**src/rtl/ftf_rx_03_pkg.sv**
```systemverilog
// ftf_pkg: shared FTF 3-wire codeword constants and decode/validity helpers
package ftf_pkg;
  localparam int FTF03_W = 3;
  localparam int FTF03_NSYM = 5;
  function automatic logic ftf03_is_valid(input logic [2:0] t);
    return !((!t[0] && t[1]) || (t[1] && !t[2]));
  endfunction
  function automatic logic [2:0] ftf03_decode(input logic [2:0] t);
    return ftf03_is_valid(t) ? {2'b0, t[0]} + {2'b0, t[1]} + {t[2], 1'b0} : 3'd0;
  endfunction
endpackage

```
**src/rtl/ftf_rx_03_if.sv**
```systemverilog
// ftf_rx_03_if: TSV receive bundle and packed core-side word outputs
interface ftf_rx_03_if #(parameter int SYMS = 4, parameter int ERRW = 16);
  logic [2:0] tsv_in;
  logic tsv_valid;
  logic [3*SYMS-1:0] dataout;
  logic dataout_valid;
  logic word_err;
  logic [ERRW-1:0] err_count;
  modport master (output tsv_in, tsv_valid, input dataout, dataout_valid, word_err, err_count);
  modport slave (input tsv_in, tsv_valid, output dataout, dataout_valid, word_err, err_count);
endinterface

```
**src/rtl/ftf_rx_03_sym_dec.sv**
```systemverilog
// ftf_sym_dec_03: combinational FTF codeword to Fibonacci value decoder
module ftf_sym_dec_03
  import ftf_pkg::*;
(
  input  logic [2:0] tsv,
  output logic [2:0] value,
  output logic       invalid
);
  assign value = ftf03_decode(tsv);
  assign invalid = !ftf03_is_valid(tsv);
endmodule

```
**src/rtl/ftf_rx_03.sv**
```systemverilog
// ftf_rx_03: FTF TSV deframer capturing, decoding and packing SYMS symbols per word
module ftf_rx_03
  import ftf_pkg::*;
#(
  parameter int SYMS = 4,
  parameter int ERRW = 16
) (
  input logic clock,
  input logic reset,
  ftf_rx_03_if.slave bus
);
  localparam int CW = SYMS > 1 ? $clog2(SYMS) : 1;
  localparam logic [CW-1:0] LAST = CW'(SYMS - 1);
  logic [2:0] tsv_q, tsv_d, val;
  logic vld_q, vld_d, inv;
  logic [CW-1:0] cnt_q, cnt_d;
  logic [3*SYMS-1:0] asm_q, asm_d, dout_q, dout_d;
  logic asm_err_q, asm_err_d, werr_q, werr_d, dv_q, dv_d;
  logic [ERRW-1:0] ec_q, ec_d;
  ftf_sym_dec_03 u_dec (.tsv(tsv_q), .value(val), .invalid(inv));
  always_comb begin
    tsv_d = bus.tsv_in;
    vld_d = bus.tsv_valid;
    asm_d = asm_q;
    asm_err_d = asm_err_q;
    cnt_d = cnt_q;
    dout_d = dout_q;
    werr_d = werr_q;
    dv_d = 1'b0;
    ec_d = ec_q;
    if (vld_q) begin
      asm_d[int'(cnt_q)*3 +: 3] = val;
      ec_d = (inv && !(&ec_q)) ? ec_q + ERRW'(1) : ec_q;
      dv_d = cnt_q == LAST;
      dout_d = dv_d ? asm_d : dout_q;
      werr_d = dv_d ? asm_err_q | inv : werr_q;
      asm_err_d = dv_d ? 1'b0 : asm_err_q | inv;
      cnt_d = dv_d ? '0 : cnt_q + CW'(1);
    end
  end
  always_ff @(posedge clock) begin
    if (reset) begin
      tsv_q <= '0;
      vld_q <= 1'b0;
      cnt_q <= '0;
      asm_q <= '0;
      asm_err_q <= 1'b0;
      dout_q <= '0;
      werr_q <= 1'b0;
      dv_q <= 1'b0;
      ec_q <= '0;
    end else begin
      tsv_q <= tsv_d;
      vld_q <= vld_d;
      cnt_q <= cnt_d;
      asm_q <= asm_d;
      asm_err_q <= asm_err_d;
      dout_q <= dout_d;
      werr_q <= werr_d;
      dv_q <= dv_d;
      ec_q <= ec_d;
    end
  end
  assign bus.dataout = dout_q;
  assign bus.dataout_valid = dv_q;
  assign bus.word_err = werr_q;
  assign bus.err_count = ec_q;
endmodule
```
**src/flat_wrapper.sv**
```systemverilog
// flat-port wrapper written by rule: the top's interface ports become plain ports
module ftf_rx_03_flat import ftf_pkg::*;
#(
  parameter int SYMS = 4,
  parameter int ERRW = 16
)
  (clock, reset, bus_tsv_in, bus_tsv_valid, bus_dataout, bus_dataout_valid, bus_word_err, bus_err_count);
  ftf_rx_03_if #(.SYMS(SYMS), .ERRW(ERRW)) bus_i ();
  input logic clock;
  input logic reset;
  input wire logic [$bits(bus_i.tsv_in)-1:0] bus_tsv_in;
  input wire logic [$bits(bus_i.tsv_valid)-1:0] bus_tsv_valid;
  output wire logic [$bits(bus_i.dataout)-1:0] bus_dataout;
  output wire logic [$bits(bus_i.dataout_valid)-1:0] bus_dataout_valid;
  output wire logic [$bits(bus_i.word_err)-1:0] bus_word_err;
  output wire logic [$bits(bus_i.err_count)-1:0] bus_err_count;
  assign bus_i.tsv_in = bus_tsv_in;
  assign bus_i.tsv_valid = bus_tsv_valid;
  assign bus_dataout = bus_i.dataout;
  assign bus_dataout_valid = bus_i.dataout_valid;
  assign bus_word_err = bus_i.word_err;
  assign bus_err_count = bus_i.err_count;
  ftf_rx_03 #(.SYMS(SYMS), .ERRW(ERRW)) u_core (.clock(clock), .reset(reset), .bus(bus_i));
endmodule
```
**config.mk**
```make
export PLATFORM = sky130hd
export DESIGN_NAME = ftf_rx_03_flat
export DESIGN_NICKNAME = d
export VERILOG_FILES = /design/src/rtl/ftf_rx_03_pkg.sv /design/src/rtl/ftf_rx_03_if.sv /design/src/rtl/ftf_rx_03_sym_dec.sv /design/src/rtl/ftf_rx_03.sv /design/src/flat_wrapper.sv
export SDC_FILE = /design/constraint.sdc
export NUM_CORES = 1
export LEC_CHECK = 0
export ABC_AREA = 0
export BUFFER_PORTS_ARGS = -buffer_cell sky130_fd_sc_hd__buf_2
export CAP_MARGIN = 5
export CORE_MARGIN = 5
export CORE_UTILIZATION = 31
export DETAILED_ROUTE_END_ITERATION = 6
export GPL_ROUTABILITY_DRIVEN = 0
export RECOVER_POWER = 50
export SLEW_MARGIN = 20
export SYNTH_ARGS = -nofsm -noshare
export SYNTH_HDL_FRONTEND = slang
export SYNTH_SLANG_ARGS = --single-unit
```
**constraint.sdc**
```tcl
create_clock -name clock -period 5.47 [get_ports clock]
set_clock_uncertainty 0.1 [all_clocks]
set_input_delay 1.3675 -clock clock [delete_from_list [all_inputs] [get_ports clock]]
set_output_delay 1.3675 -clock clock [all_outputs]
set_load 0.01 [all_outputs]
```
== Yosys cells after proc, flatten, opt, wreduce, memory -nomap -nowiden ==
Index checks and enable logic that the tools add are counted.

* Register bits after elaboration: 49
* Bits of input ports: 6
* Output and inout port bits: 30
* Word-level logic and storage cells: 35

* Add/subtract/negate cells: 5
* Multipliers: 1
* Equality and inequality tests: 1
* Shifts and indexed selects: 2
* Mux-type cells: 4
* Bitwise logic cells: 2
* Reductions and logical operators: 11

{| class="wikitable"
|+ Operator list
! kind !! number
|-
| $neg 32->33 || 1
|-
| $shift 3x33->12 const A || 1
|-
| $shiftx 3x33->12 || 1
|-
| $add 16x1->16 const B || 1
|-
| $reduce_and 16->1 || 1
|-
| $bwmux 12 || 1
|-
| $mul 2x2->4 const B || 1
|-
| $reduce_and 2->1 || 2
|-
| $add 2x2->3 || 1
|-
| $logic_and 1x1->1 || 3
|-
| $logic_not 1->1 || 3
|-
| $mux 3 || 1
|-
| $add 1x1->2 || 1
|-
| $add 2x1->2 const B || 1
|-
| $eq 2x2->1 const B || 1
|-
| $mux 2 || 1
|-
| $reduce_or 2->1 || 1
|-
| $logic_or 1x1->1 || 1
|-
| $mux 1 || 1
|-
| $not 1->1 || 1
|-
| $or 1x1->1 || 1
|}

== Logic depth before layout (Yosys ltp) ==
* Depth in word-level cells: 6
* Gate-level depth with buffers: 7
* Depth with buffers taken out: 6

== Modules after synthesis ==
Synthesis repeated with hierarchy kept, for this count alone.

* Cells, all modules: 250
* Area total of the unflattened synthesis: 2200.9 sq um

{| class="wikitable"
|+ By module, submodules not included
! module !! times used !! cells each !! area an instance (sq um)
|-
| ftf_rx_03 || 1 || 244 || 2138.3
|-
| ftf_sym_dec_03 || 1 || 6 || 62.6
|}

== Worst setup path before layout ==
Ideal clock, no wire load.

* Path kind: in2reg
* Start point: input reset
* End point: register u_core.asm_q[0]
* Setup time: 128 ps
* Data arrival time: 1978 ps
* Setup slack: 3264 ps
* Cell stages on the path: 3
* Path buffers: 2
* Cells stage by stage: clkbuf_1 > clkbuf_1 > nor2_1

{| class="wikitable"
|+ RTL lines
! what !! RTL line !! RTL
|-
| start: declaration || flat_wrapper.sv:10 || <nowiki>input logic reset;</nowiki>
|-
| end signal: assignment || ftf_rx_03.sv:56 || <nowiki>asm_q <= asm_d;</nowiki>
|-
| end: declaration || ftf_rx_03.sv:17 || <nowiki>logic [3*SYMS-1:0] asm_q, asm_d, dout_q, dout_d;</nowiki>
|}

No word-level cell between the ends.

==> results list <==
* Result of the run: finished with violations
- The checks that failed: max-capacitance violations, max-slew violations.
- Summing all placed instances gives a cell area of 2520 um2.
- Highest ir drop seen on vdd: 0.110 mV
* Via density per instance: 5.10
- Compared with the post-synthesis result, the final layout area differs by 13.9%.
* Worst setup SP type: input pin
- Met1 GRT Util: 14.9%
- Clock buffer depth: 2
* Setup repair after global routing missed its margin: no
- Clock slew at reported path FFs: 90 ps
- Fraction of layout instances using a drive strength above 1: 15.7%
- The clock net in this run drives a total of 49 sinks.
- Most Crowded Layer GR: met2
- After detailed routing, the average wire length per cell comes to 13.5 um.
* Number of diodes added for antenna fixing: 0
- Internal power comes to 0.000487 W.
* Number of synthesized register bits: 49
* Met2 Use GR: 18.2%
- Hold buffer count at CTS: 0
- Along the worst path, the maximum fanout reaches 50.
- After floorplanning, the core was divided into 31 placement rows.
- The share of total power dissipated in sequential elements is 57.8%.
- Number of cells produced by synthesis: 245
* Min Hold Slack: 364 ps
- Async set-reset flop share out of synthesis: 0%
* # H-tree levels: 2
- The path class of the tightest hold or removal check is reg2reg.
- Synthesized area: 2290 um2
- The final count of hold timing violations was 0.
- Number of pins with negative max-slew slack in the final report: 51
- The most used flip-flop cell after synthesis is sky130_fd_sc_hd__dfxtp_1.
- The most common cell in the synthesized netlist is sky130_fd_sc_hd__dfxtp_1.
- Setup violations remaining at the end of the flow were counted as 0.
- The worst setup path is captured at a flop.
- Arrival @ worst endpoint: 3540 ps
* Maximum number of pins on one net before global-route repair: 51
- Static timing analysis puts the maximum clock frequency at 283 MHz.
- Switching part of the total power: 23.2%
- Synthesis warning total: 0
- Detailed placement finished with a half-perimeter wire length of 3470 um.
- Worst setup startpoint: reset
- Across the run, the number of max-cap violations was 1.
- Antenna viol nets, final: 0
* Post-synth top area share: 42.9%
- At the worst endpoint, the required time is 5480 ps.
* Slew of the pin with the lowest slew margin: 2130 ps
- Number of synthesized flops with an enable pin: 0
- A synthesized cell averages 9.33 um2.
* Clock latency on the worst-skew pair: 300 ps
- Antenna violations before repair: 0
- In this run the power spent charging and discharging nets is 0.000147 W.
- Vias: 1904
- Pwr per Cell Area: 243 nW/um2
- Area taken by flip-flops and latches: 981 um2
* Synth cell types: 40
- Summed over all cells, the static leakage comes to 0.886 nW.
- Area used by multi-input combinational logic: 1190 um2
- Residual overflow from global routing: 0
* DRC violations left: 0
- CTS tree: yes
- Final Instance Count excl. Fillers: 373
- Top post-synthesis cells by count: 49 x sky130_fd_sc_hd__dfxtp_1, 30 x sky130_fd_sc_hd__nor2_1, 14 x sky130_fd_sc_hd__a211oi_1
* Chip width: 95.9 um
* Share of power burned in the clock network: 35.9%
- Final TNS setup: 0 ps
* Reg-to-reg critical path startpoint: u_core.cnt_q[0]$_SDFFE_PP0P_
- CTS Root Cell: sky130_fd_sc_hd__clkbuf_8
- Counting every net in the synthesized netlist gives 261.
- Filler cell count: 762
- Final cycle utilization of the critical path: 64.5%
- Sorting the synthesized cells by area gives the leading types as sky130_fd_sc_hd__dfxtp_1 43%, sky130_fd_sc_hd__ha_1 5.5%, sky130_fd_sc_hd__nor2_1 4.9%, sky130_fd_sc_hd__a211oi_1 4.6%, sky130_fd_sc_hd__a32oi_1 4.6%.
- Total die area: 9190 um2
- Post-synthesis cell type with the largest combined area: sky130_fd_sc_hd__dfxtp_1
- Starting density of the core: 31.7%
- After detailed routing, the total wire length is 5030 um.
* Type of the worst setup path: in2reg
- Total CTS buffers: 5
* Port buffer count: 35
- Before antenna repair, the detailed router went through 4 iterations.
* Placed cells: 365
- The finished cells cover 2600 um2.
- The number of global-route vias before repair came to 1762.
* Worst slew margin relative to its limit: -41.7%
- For met3 alone, demand over resource in global routing was 2.66%.
- Wire length of the first global-routing pass: 8420 um
- Final period demand of the worst path: 3530 ps
* Sequential cell area fraction in the yosys report: 42.9%
- After the first detailed-routing iteration, the DRC count stood at 109.
* # resized after CTS: 0
* IO Pins: 36
- Combinational logic is responsible for 6.4% of the overall power.
- Die Ht: 95.9 um
* GR Util All Layers: 11.4%
- In the final design database the tool counted 289 nets.
* Core Footprint: 7210 um2
- Post-CTS Setup Repair Bufs: 0
- Hold path startpoint: u_core.asm_err_q$_SDFFE_PP0P_
[state kept, by name (all words and copies together), names as in the netlist]
register and count:
u_core.bus.err_count 16, u_core.asm_q 12, u_core.bus.dataout 12, u_core.tsv_q 3, u_core.cnt_q 2, u_core.asm_err_q 1, u_core.bus.dataout_valid 1, u_core.bus.word_err 1
u_core.vld_q 1
[final timing paths]
kind,to,cells past startpoint,slack (ps)
max,u_core.bus.err_count[4]$_SDFFE_PP0P_,4,1940
min,u_core.asm_err_q$_SDFFE_PP0P_,2,360
max reg2reg,u_core.bus.dataout[2]$_SDFFE_PP0P_,5,3140
min reg2reg,u_core.asm_err_q$_SDFFE_PP0P_,2,360
[worst max-delay path: stages]
cell	delay, ps
sky130_fd_sc_hd__clkbuf_1	1490
sky130_fd_sc_hd__inv_1	310
sky130_fd_sc_hd__o311ai_0	230
sky130_fd_sc_hd__o41ai_1	120
[metal layers]
layer | vias to the layer above | routed length (um)
met3 | 6 | 263
met1 | 870 | 2400
met4 | 0 | 78
li1 | 984 | -
met2 | 44 | 2290
met5 | - | 0
[per-stage QoR]
stage,setup WS [ps],utilization [%],power [W]
after CTS,2950,36.4,0.000645
after global routing,1630,36.1,0.000664
after floorplan,3260,-,0.000405
final,1940,36.1,0.000634
after global placement,2680,34.9,0.000414
after detailed placement,2630,34.9,0.000415
[area by class of cell]
class / count / area share (%)
Timing Repair Buffer: 36 / 6.30
Clock buffer: 7 / 3.70
Sequential cell: 49 / 37.7
Inverter: 11 / 1.59
Clock inverter: 1 / 0.192
Multi-Input combinational cell: 170 / 45.8
Tap cell: 99 / 4.76
[power groups by stage]
stage | combinational, W | clock [W] | sequential (W)
floorplan | 0.0000329 | 0 | 0.000372
global placement | 0.0000400 | 0 | 0.000374
detailed placement | 0.0000407 | 0 | 0.000374
CTS | 0.0000408 | 0.000239 | 0.000366
global route | 0.0000457 | 0.000251 | 0.000367
finish | 0.0000405 | 0.000227 | 0.000366
[logic make-up after synthesis]
logic type / after synthesis / share of synthesized area, %
flops: 49 / 42.9
fa+ha+maj: 10 / 5.47
buf+inv: 26 / 4.93
compound gates: 70 / 22.8
mux: 3 / 1.42
simple gates: 87 / 22.4
[layout by cell type (no fill, tap or decap), types with 2 or more instances in the layout]
master                       n
sky130_fd_sc_hd__a211oi_1   14
sky130_fd_sc_hd__a21oi_1    12
sky130_fd_sc_hd__a22oi_1    12
sky130_fd_sc_hd__a32oi_1    12
sky130_fd_sc_hd__and2_1      2
sky130_fd_sc_hd__and3_1      2
sky130_fd_sc_hd__buf_2      20
sky130_fd_sc_hd__clkbuf_1   15
sky130_fd_sc_hd__clkbuf_8    7
sky130_fd_sc_hd__dfxtp_1    49
sky130_fd_sc_hd__ha_1       10
sky130_fd_sc_hd__inv_1      11
sky130_fd_sc_hd__mux2_2      2
sky130_fd_sc_hd__nand2_1    11
sky130_fd_sc_hd__nand3_1     4
sky130_fd_sc_hd__nand4_1     5
sky130_fd_sc_hd__nor2_1     30
sky130_fd_sc_hd__nor2b_1     7
sky130_fd_sc_hd__nor3_1      4
sky130_fd_sc_hd__nor3b_2     2
sky130_fd_sc_hd__nor4_1      2
sky130_fd_sc_hd__o2111ai_2   2
sky130_fd_sc_hd__o21a_1      2
sky130_fd_sc_hd__o21ai_0     4
sky130_fd_sc_hd__o311ai_0    2
sky130_fd_sc_hd__o31ai_1     7
sky130_fd_sc_hd__o41ai_1     2
sky130_fd_sc_hd__or3_1       3
sky130_fd_sc_hd__or4_1       7
Note: power is estimated with default switching activity, not from simulation.
